### src/rtl/riscv_pkg.sv
// Shared RISC-V front-end definitions for the IF->ID boundary.
//   - default PC/instruction widths and the canonical NOP encoding
//   - skid-buffer occupancy encoding: bit0 = main valid, bit1 = skid valid
//   - default-width fetch packet {pc, inst, fault}; stages built at other
//     widths declare the same layout locally from their own parameters
package riscv_pkg;

    localparam int unsigned PC_W_DEF   = 32;
    localparam int unsigned INST_W_DEF = 32;

    // RV32I addi x0,x0,0
    localparam logic [31:0] NOP_INST_DEF = 32'h0000_0013;

    typedef enum logic [1:0] {
        ST_EMPTY = 2'b00,
        ST_ONE   = 2'b01,
        ST_FULL  = 2'b11
    } skid_state_e;

    typedef struct packed {
        logic [PC_W_DEF-1:0]   pc;
        logic [INST_W_DEF-1:0] inst;
        logic                  fault;
    } fetch_pkt_t;

endpackage

### src/rtl/if_id_stage_if.sv
// Valid/ready fetch-packet channel.
//   master: drives valid/pc/inst/fault, samples ready
//   slave : samples valid/pc/inst/fault, drives ready
interface if_id_stage_if #(
    parameter int unsigned PC_W   = 32,
    parameter int unsigned INST_W = 32
);
    logic              valid;
    logic              ready;
    logic [PC_W-1:0]   pc;
    logic [INST_W-1:0] inst;
    logic              fault;

    modport master (output valid, pc, inst, fault, input ready);
    modport slave  (input valid, pc, inst, fault, output ready);
endinterface

### src/rtl/pipe_skid_buf.sv
// Generic 2-entry valid/ready skid buffer with synchronous flush.
// Main entry drives the output; the skid entry absorbs one beat when the
// consumer stalls, so in_ready_o can be a flop with no combinational path
// from out_ready_i.
//   clk, rst_n               : clock, async active-low reset
//   flush_i                  : drop both entries (highest priority)
//   in_valid_i/in_ready_o    : upstream handshake, in_ready_o registered
//   in_data_i                : upstream payload
//   out_valid_o/out_ready_i  : downstream handshake
//   out_data_o               : head payload (holds when invalid)
module pipe_skid_buf
    import riscv_pkg::*;
#(
    parameter int unsigned DW = 65
) (
    input  logic          clk,
    input  logic          rst_n,
    input  logic          flush_i,
    input  logic          in_valid_i,
    output logic          in_ready_o,
    input  logic [DW-1:0] in_data_i,
    output logic          out_valid_o,
    input  logic          out_ready_i,
    output logic [DW-1:0] out_data_o
);

    skid_state_e   state_q, state_d;
    logic [DW-1:0] m_data_q, m_data_d;
    logic [DW-1:0] s_data_q, s_data_d;
    logic          ready_q, ready_d;
    logic          accept_c, pop_c;

    assign out_valid_o = (state_q != ST_EMPTY);
    assign out_data_o  = m_data_q;
    assign in_ready_o  = ready_q;

    assign accept_c = in_valid_i & ready_q;
    assign pop_c    = out_valid_o & out_ready_i;

    // State and storage registers
    always_ff @(posedge clk or negedge rst_n) begin
        if (!rst_n) begin
            state_q  <= ST_EMPTY;
            m_data_q <= '0;
            s_data_q <= '0;
            ready_q  <= 1'b1;
        end else begin
            state_q  <= state_d;
            m_data_q <= m_data_d;
            s_data_q <= s_data_d;
            ready_q  <= ready_d;
        end
    end

    // Next-state / data steering; flush leaves data untouched, clears valids
    always_comb begin
        state_d  = state_q;
        m_data_d = m_data_q;
        s_data_d = s_data_q;
        if (flush_i) begin
            state_d = ST_EMPTY;
        end else begin
            unique case (state_q)
                ST_EMPTY: begin
                    if (accept_c) begin
                        m_data_d = in_data_i;
                        state_d  = ST_ONE;
                    end
                end
                ST_ONE: begin
                    if (accept_c && pop_c) begin
                        m_data_d = in_data_i;
                    end else if (accept_c) begin
                        s_data_d = in_data_i;
                        state_d  = ST_FULL;
                    end else if (pop_c) begin
                        state_d = ST_EMPTY;
                    end
                end
                ST_FULL: begin
                    if (pop_c) begin
                        m_data_d = s_data_q;
                        state_d  = ST_ONE;
                    end
                end
                default: state_d = ST_EMPTY;
            endcase
        end
        // ready is simply "skid slot free next cycle"
        ready_d = (state_d != ST_FULL);
    end

endmodule

### src/rtl/if_id_stage.sv
// IF->ID pipeline boundary: skid-buffered fetch packet with flush and
// NOP substitution on bubbles.
// Optional macro IF_ID_PERF_EN adds stall/bubble/flush perf counters.
//   clk, rst_n : clock, async active-low reset
//   in_if      : fetch side (slave), in_if.ready registered
//   out_if     : decode side (master); inst = NOP_INST and fault = 0 when
//                invalid, pc holds its last value
//   flush      : discard all held entries this cycle
//   perf_*     : (IF_ID_PERF_EN only) 32-bit wrapping counters
module if_id_stage
    import riscv_pkg::*;
#(
    parameter int unsigned       PC_W     = PC_W_DEF,
    parameter int unsigned       INST_W   = INST_W_DEF,
    parameter logic [INST_W-1:0] NOP_INST = INST_W'(NOP_INST_DEF)
) (
    input  logic                  clk,
    input  logic                  rst_n,
    if_id_stage_if.slave          in_if,
    if_id_stage_if.master         out_if,
    input  logic                  flush
`ifdef IF_ID_PERF_EN
    ,
    output logic [31:0]           perf_stall_cyc,
    output logic [31:0]           perf_bubble_cyc,
    output logic [31:0]           perf_flush_cnt
`endif
);

    localparam int unsigned PKT_W = PC_W + INST_W + 1;

    typedef struct packed {
        logic [PC_W-1:0]   pc;
        logic [INST_W-1:0] inst;
        logic              fault;
    } pkt_t;

    pkt_t in_pkt_c;
    pkt_t head_pkt_c;
    logic head_valid_c;

    assign in_pkt_c = '{pc: in_if.pc, inst: in_if.inst, fault: in_if.fault};

    pipe_skid_buf #(
        .DW (PKT_W)
    ) u_skid (
        .clk         (clk),
        .rst_n       (rst_n),
        .flush_i     (flush),
        .in_valid_i  (in_if.valid),
        .in_ready_o  (in_if.ready),
        .in_data_i   (in_pkt_c),
        .out_valid_o (head_valid_c),
        .out_ready_i (out_if.ready),
        .out_data_o  (head_pkt_c)
    );

    // Bubble masking on the decode side
    assign out_if.valid = head_valid_c;
    assign out_if.pc    = head_pkt_c.pc;
    assign out_if.inst  = head_valid_c ? head_pkt_c.inst : NOP_INST;
    assign out_if.fault = head_valid_c & head_pkt_c.fault;

`ifdef IF_ID_PERF_EN
    localparam int unsigned PERF_W = 32;

    logic [PERF_W-1:0] stall_q, bubble_q, flush_q;
    logic [PERF_W-1:0] n_discard_c;

    // Skid entry is occupied exactly when upstream ready is low
    assign n_discard_c = PERF_W'(head_valid_c) + PERF_W'(~in_if.ready);

    // Perf counters
    always_ff @(posedge clk or negedge rst_n) begin
        if (!rst_n) begin
            stall_q  <= '0;
            bubble_q <= '0;
            flush_q  <= '0;
        end else begin
            if (head_valid_c && !out_if.ready) stall_q  <= stall_q + PERF_W'(1);
            if (!head_valid_c && out_if.ready) bubble_q <= bubble_q + PERF_W'(1);
            if (flush)                         flush_q  <= flush_q + n_discard_c;
        end
    end

    assign perf_stall_cyc  = stall_q;
    assign perf_bubble_cyc = bubble_q;
    assign perf_flush_cnt  = flush_q;
`endif

endmodule

### src/flat_wrapper.sv
// flat-port wrapper written by rule: the top's interface ports become plain ports
module if_id_stage_flat import riscv_pkg::*;
#(
    parameter int unsigned       PC_W     = PC_W_DEF,
    parameter int unsigned       INST_W   = INST_W_DEF,
    parameter logic [INST_W-1:0] NOP_INST = INST_W'(NOP_INST_DEF)
)
  (clk, rst_n, flush, in_if_valid, in_if_pc, in_if_inst, in_if_fault, in_if_ready, out_if_valid, out_if_pc, out_if_inst, out_if_fault, out_if_ready);
  if_id_stage_if #(.PC_W(PC_W), .INST_W(INST_W)) in_if_i ();
  if_id_stage_if #(.PC_W(PC_W), .INST_W(INST_W)) out_if_i ();
  input  logic clk;
  input  logic rst_n;
  input  logic flush;
  input wire logic [$bits(in_if_i.valid)-1:0] in_if_valid;
  input wire logic [$bits(in_if_i.pc)-1:0] in_if_pc;
  input wire logic [$bits(in_if_i.inst)-1:0] in_if_inst;
  input wire logic [$bits(in_if_i.fault)-1:0] in_if_fault;
  output wire logic [$bits(in_if_i.ready)-1:0] in_if_ready;
  output wire logic [$bits(out_if_i.valid)-1:0] out_if_valid;
  output wire logic [$bits(out_if_i.pc)-1:0] out_if_pc;
  output wire logic [$bits(out_if_i.inst)-1:0] out_if_inst;
  output wire logic [$bits(out_if_i.fault)-1:0] out_if_fault;
  input wire logic [$bits(out_if_i.ready)-1:0] out_if_ready;
  assign in_if_i.valid = in_if_valid;
  assign in_if_i.pc = in_if_pc;
  assign in_if_i.inst = in_if_inst;
  assign in_if_i.fault = in_if_fault;
  assign in_if_ready = in_if_i.ready;
  assign out_if_valid = out_if_i.valid;
  assign out_if_pc = out_if_i.pc;
  assign out_if_inst = out_if_i.inst;
  assign out_if_fault = out_if_i.fault;
  assign out_if_i.ready = out_if_ready;
  if_id_stage #(.PC_W(PC_W), .INST_W(INST_W), .NOP_INST(NOP_INST)) u_core (.clk(clk), .rst_n(rst_n), .in_if(in_if_i), .out_if(out_if_i), .flush(flush));
endmodule
### config.mk
export PLATFORM = sky130hd
export DESIGN_NAME = if_id_stage_flat
export DESIGN_NICKNAME = d
export VERILOG_FILES = /design/src/rtl/riscv_pkg.sv /design/src/rtl/if_id_stage_if.sv /design/src/rtl/pipe_skid_buf.sv /design/src/rtl/if_id_stage.sv /design/src/flat_wrapper.sv
export SDC_FILE = /design/constraint.sdc
export NUM_CORES = 1
export LEC_CHECK = 0
export BUFFER_PORTS_ARGS = -buffer_cell sky130_fd_sc_hd__buf_2
export CAP_MARGIN = 10
export CORE_MARGIN = 3
export CORE_UTILIZATION = 25
export DETAILED_ROUTE_END_ITERATION = 12
export HOLD_SLACK_MARGIN = 0.06
export MAX_ROUTING_LAYER = met4
export PLACE_DENSITY_LB_ADDON = 0.15
export SYNTH_ARGS = -nofsm -noshare
export SYNTH_HDL_FRONTEND = slang
export SYNTH_SLANG_ARGS = --single-unit
### constraint.sdc
create_clock -name clk -period 1.9 [get_ports clk]
set_input_delay 0 -clock clk [delete_from_list [all_inputs] [get_ports clk]]
set_output_delay 0 -clock clk [all_outputs]
set_load 0.01 [all_outputs]
* Word level (Yosys, flattened, before mapping)
Index checks and enable logic that the tools add are counted.
** Word-level totals
- Register bits :: 133
- Input bits :: 70
** Operators by class
- Equal/unequal tests :: 6
- Muxes and demuxes :: 12
- Bitwise gates (word level) :: 5
- Reductions and logical operators :: 6
** Operator list (number)
- 2-to-1 mux 65 bit :: 3
- one-hot mux 65 bit (3 select lines) :: 1
- 2-to-1 mux 32 bit :: 1
- 2-to-1 mux 2 bit :: 6
- inequality test 2 bit, second input constant :: 4
- one-hot mux 2 bit (3 select lines) :: 1
- AND reduction 5 bit :: 1
- AND reduction 4 bit :: 1
- bitwise AND 1 bit :: 3
- nonzero test 3 bit :: 1
- == test 2 x 1 -> 1 bit, second input constant :: 1
- == test 2 bit, second input constant :: 1
- zero test 2 bit :: 1
- NOT 1 bit :: 2
- nonzero test 2 bit :: 1
- logical AND 1 bit :: 1

* Depth between registers and ports, before layout
- Word-level depth :: 8
- Mapped depth :: 5

* Hierarchy
A second synthesis with hierarchy kept.
** Second synthesis, totals
- Cell total of the unflattened synthesis :: 398
- Area, all modules :: 6227.2 µm²
** By module, submodules not included
- pipe_skid_buf :: instances 1, cells each 362, area each 5968.2 µm², sequential area each 3329.4 µm²
- if_id_stage :: instances 1, cells each 36, area each 259.0 µm², sequential area each 0.0 µm²

* Worst setup path before layout
No wires, ideal clock.
- Path kind :: reg2reg
- Start point :: register u_core.u_skid.ready_q, in the netlist u_core.u_skid.in_ready_o
- End point :: register u_core.u_skid.m_data_q[17], in the netlist u_core.u_skid.out_data_o[17]
- Library setup time :: 0.125 ns
- Data arrival time :: 1.690 ns
- Data required time :: 1.775 ns
- Setup slack :: 0.085 ns
- Stages on the path, launching flop included :: 6
- Buffers on the path :: 2
- Period minus slack after synthesis :: 1.815 ns
- Path through :: dfstp_2 -> a21oi_1 -> a2111oi_2 -> buf_4 -> buf_6 -> mux2_4
** On the way
- Longest elaborated chain between the ends :: 4
- Elaborated cells between the ends (all ways) :: 5
- Those cells by class :: eq/ne (2); bitwise (1); reduce/logical (2)
** Ends and longest elaborated chain
- from (decl) :: line pipe_skid_buf.sv:30 : logic ready_q, ready_d;
- from (signal assigned) :: line pipe_skid_buf.sv:51 : ready_q <= ready_d;
- bitwise AND 1 bit (*) :: line pipe_skid_buf.sv:37 : assign accept_c = in_valid_i & ready_q;
- logical AND 1 bit :: line pipe_skid_buf.sv:71 : if (accept_c && pop_c) begin
- inequality test 2 bit (no line)
- AND reduction 5 bit (no line) (*)
- to (signal assigned) :: line pipe_skid_buf.sv:49 : m_data_q <= m_data_d;
- to (decl) :: line pipe_skid_buf.sv:28 : logic [DW-1:0] m_data_q, m_data_d;
Every way passes the cells marked *; elsewhere a longest branch is shown, timed or not.
A chain may end at the register's enable or synchronous reset.

* Worst setup path after layout
- Start point :: register u_core.u_skid.state_q[1]
- End point :: register u_core.u_skid.m_data_q[52], in the netlist u_core.u_skid.out_data_o[52]
** On the way
- Longest elaborated chain between the ends :: 5
- Elaborated cells between the ends (all ways) :: 12
- Those cells by class :: eq/ne (5); mux (1); bitwise (1); reduce/logical (5)
** Ends and longest elaborated chain
- from (decl) :: line pipe_skid_buf.sv:27 : skid_state_e state_q, state_d;
- from (signal assigned) :: line pipe_skid_buf.sv:48 : state_q <= state_d;
- nonzero test 2 bit :: line pipe_skid_buf.sv:33 : assign out_valid_o = (state_q != ST_EMPTY);
- bitwise AND 1 bit :: line pipe_skid_buf.sv:38 : assign pop_c = out_valid_o & out_ready_i;
- logical AND 1 bit :: line pipe_skid_buf.sv:71
- inequality test 2 bit (no line)
- AND reduction 5 bit (no line)
Parallel ways exist; a longest one is shown, timed or not.

==> results.yml <==
status:
  outcome: "completed"
synthesis:
  synth_most_common_cell: "dfrtp_1"
  synth_seq_area_share: 0.513
  ys_types: 20
  synth_top_cells_by_count: "dfrtp_1, mux2_2, mux2_4"
  ys_seq_elements: 133
  post-synth-top-area-cell: "dfrtp_1"
  synthDominantCellAreaShare: 0.509
  synth.top_cells.by_area: "dfrtp_1, mux2_2, mux2_4"
  postSynth.topFlopCell: "dfrtp_1"
  syn-mean-instance-area_um2: 15.1
  ys_async_sr_fraction: 1.00
  postSynthCellCount: 431
  count_of_warnings_emitted_by_yosys: 0
  synth.cell_area_mm2: 0.00649
  synth_enable_flop_cells: 0
  synth_net_count: 501
drt:
  drt-initial-drc-count: 155
  detailedRoute.firstPassIterationCount: 4
  num_vias: 3982
  route.antenna.remaining_nets: 0
  detail_route.drc_violations: 0
  drt_wl_cell_um: 15.6
  vias_per_cell: 4.15
  routed_wl_mm: 15.0
setup_path:
  r2r_end: "u_core.u_skid.out_data_o[52]"
  slowest_delay_ns: 0.44
  crit-reg2reg-launch: "u_core.u_skid.state_q[1]"
  timing.critical_path.arrival_ns: 2.11
  crit_required_ns: 2.19
  startpoint_type: "flip-flop"
  crit_path_top_delay_cell: "dfrtp_2"
  end_kind: "flip-flop"
  critical_path_peak_fanout: 22
  regToRegSetupSlack_ns: 0.08
  crit_path_cell_trace: "nor2b_1 -> a2111oi_4 -> buf_4 -> buf_12 -> mux2_1"
  criticalPathCategory: "flip-flop to flip-flop"
  reg2reg_depth: 5
finish:
  final_core_utilization: 0.343
  final.fill_count: 2487
  layout-area-overhead-vs-synth_pct: 33.7
  num-nets-final: 685
  layout-drive-gt1-share: 0.570
  multi_input_comb_area_mm2: 0.00273
  area.sequential_mm2: 0.00333
sta:
  slew_violations: 0
  min_clock_period_post_route_ns: 1.82
  relSlewSlack: 0.681
  timing_worst_slew_pin_value_ns: 0.478
  clock.fmax_mhz: 550
  worst_clock_skew_ns: 0.00992
  unrepaired_setup_endpoints_after_global_routing: "false"
  hold_violations: 0
  setup_violations: 0
  post_route_clock_period_utilization: 0.957
  hold_ws_ns: 0.0821
global_route:
  total_routing_usage_reported_by_global_routing: 0.114
  grt_max_degree: 51
  number_of_antenna_violations_at_the_first_check_in_global_routing: 2
  grt_overflow: 0
  vias_in_the_first_global_route: 4570
  grt_first_pass_wirelength_mm: 24.7
cts:
  clkSinkCount: 133
  cts_tree: "done"
  insertion_delay_ns: 0.42
  clk_transition_reported_paths_ns: 0.07
  tritoncts.num_buffers: 17
  cts_max_path_buffers: 2
  cts-htree-levels: 4
  ctsRootBufferMaster: "clkbuf_16"
floorplan:
  die_y_um: 167
  top_level_ports: 137
  floorplan.core_area_mm2: 0.0253
  chipWidth_um: 167
  die_area_mm2: 0.0279
  std_cell_rows: 58
  initial_utilization: 0.256
flow_run:
  max_cap_violations: 0
placement:
  finalWeightedCongestion: 0.700
  detailed_place_hpwl_mm: 9.75
  portBuffers: 136
power:
  leakagePower_nw: 4.10
  powerDensity_mw_per_mm2: 1010
  ir_worst_vdd_uv: 412
hold_path:
  hold_path_class: "primary input to asynchronous set/reset pin"
power by group:
part           internal [W]  total (W)  switching, W
logic               0.00109    0.00170      0.000612
registers           0.00349    0.00381      0.000326
clock network       0.00188    0.00327       0.00139
total               0.00646    0.00878       0.00233
final cells by class:
| class | instances | share of cell area |
|---|---|---|
| antenna | 2 | 0.000577 |
| clock buffer | 18 | 0.0506 |
| clock inverter | 14 | 0.0166 |
| inverter | 3 | 0.00130 |
| multi-input combinational | 239 | 0.315 |
| sequential | 133 | 0.384 |
| tap | 330 | 0.0476 |
| timing repair buffer | 221 | 0.185 |
worst max-delay path: cells and delay by family (launching register included):
kind | cells | cell delay (ns)
DFF | 1 | 0.44
buffers and inverters | 2 | 0.39
AOI/OAI and AO/OA | 1 | 0.34
muxes | 1 | 0.34
and+or+nand+nor | 1 | 0.17
stage by stage:
step	std cells	area (µm²)	total power [W]	setup slack, ns	TNS [ns]
6_report	960	8680	0.00878	0.0821	0
5_1_grt	960	8680	0.00929	0.0131	0
4_1_cts	958	8670	0.00895	0.0289	0
3_5_place_dp	856	7380	0.00547	-0.0413	-0.403
3_3_place_gp	856	7380	0.00540	0.0111	0
2_1_floorplan	431	6490	0.00504	0.0853	0
state kept, by name, summed over array words and instances (netlist names):
signal,count
u_core.u_skid.s_data_q,65
u_core.u_skid.state_q,2
u_core.u_skid.in_ready_o,1
u_core.u_skid.out_data_o,65
cells by family (layout without fill, tap and decap cells):
| kind of cell | count (synthesis) | after routing | share of synthesized area |
|---|---|---|---|
| and+or+nand+nor | 40 | 40 | 0.0380 |
| other | 0 | 2 | 0 |
| muxes | 195 | 195 | 0.373 |
| AOI/OAI and AO/OA | 4 | 4 | 0.00463 |
| buffers and inverters | 59 | 256 | 0.0713 |
| DFF | 133 | 133 | 0.513 |
what timing repair did:
action                                  4_1_cts  5_1_grt
resized for setup                             1        2
hold endpoints to repair                    265        0
pin swaps                                     2        0
hold buffers                                 69        0
setup buffers                                 1        0
endpoints found under the setup margin       36       45
cells in the final DEF, fill, tap and decap left out, types with 2 or more instances in the layout:
cell type and instances:
clkbuf_16 17, inv_8 2, buf_2 135, buf_12 8
dfrtp_1 130, inv_6 4, mux2_1 31, diode_2 2
mux2_2 104, buf_4 7, dlygate4sd3_1 69, or2_2 3
clkinv_4 5, mux2_4 60, inv_1 3, nor2b_1 31
dfrtp_2 2, buf_6 2, a21oi_1 2
worst max-delay path by stage:
stage / from / to / depth (start not counted)
2_1_floorplan: u_core.u_skid.in_ready_o / u_core.u_skid.out_data_o[17] / 5
3_3_place_gp: u_core.u_skid.in_ready_o / u_core.u_skid.out_data_o[35] / 4
3_5_place_dp: u_core.u_skid.in_ready_o / u_core.u_skid.out_data_o[38] / 4
4_1_cts: u_core.u_skid.state_q[0] / u_core.u_skid.out_data_o[31] / 5
5_1_grt: u_core.u_skid.state_q[1] / u_core.u_skid.out_data_o[61] / 5
6_report: u_core.u_skid.state_q[1] / u_core.u_skid.out_data_o[52] / 5
per-layer routing:
metal  track usage  vias up  wire, µm  share of wire
li1              -     1844         -              -
met5             -        -         0              0
met2         0.171      101      6580           0.44
met4        0.0323        0       182          0.012
met1         0.152     2026      7400           0.49
met3        0.0333       11       801          0.054
Power figures use the tool's default switching activity.
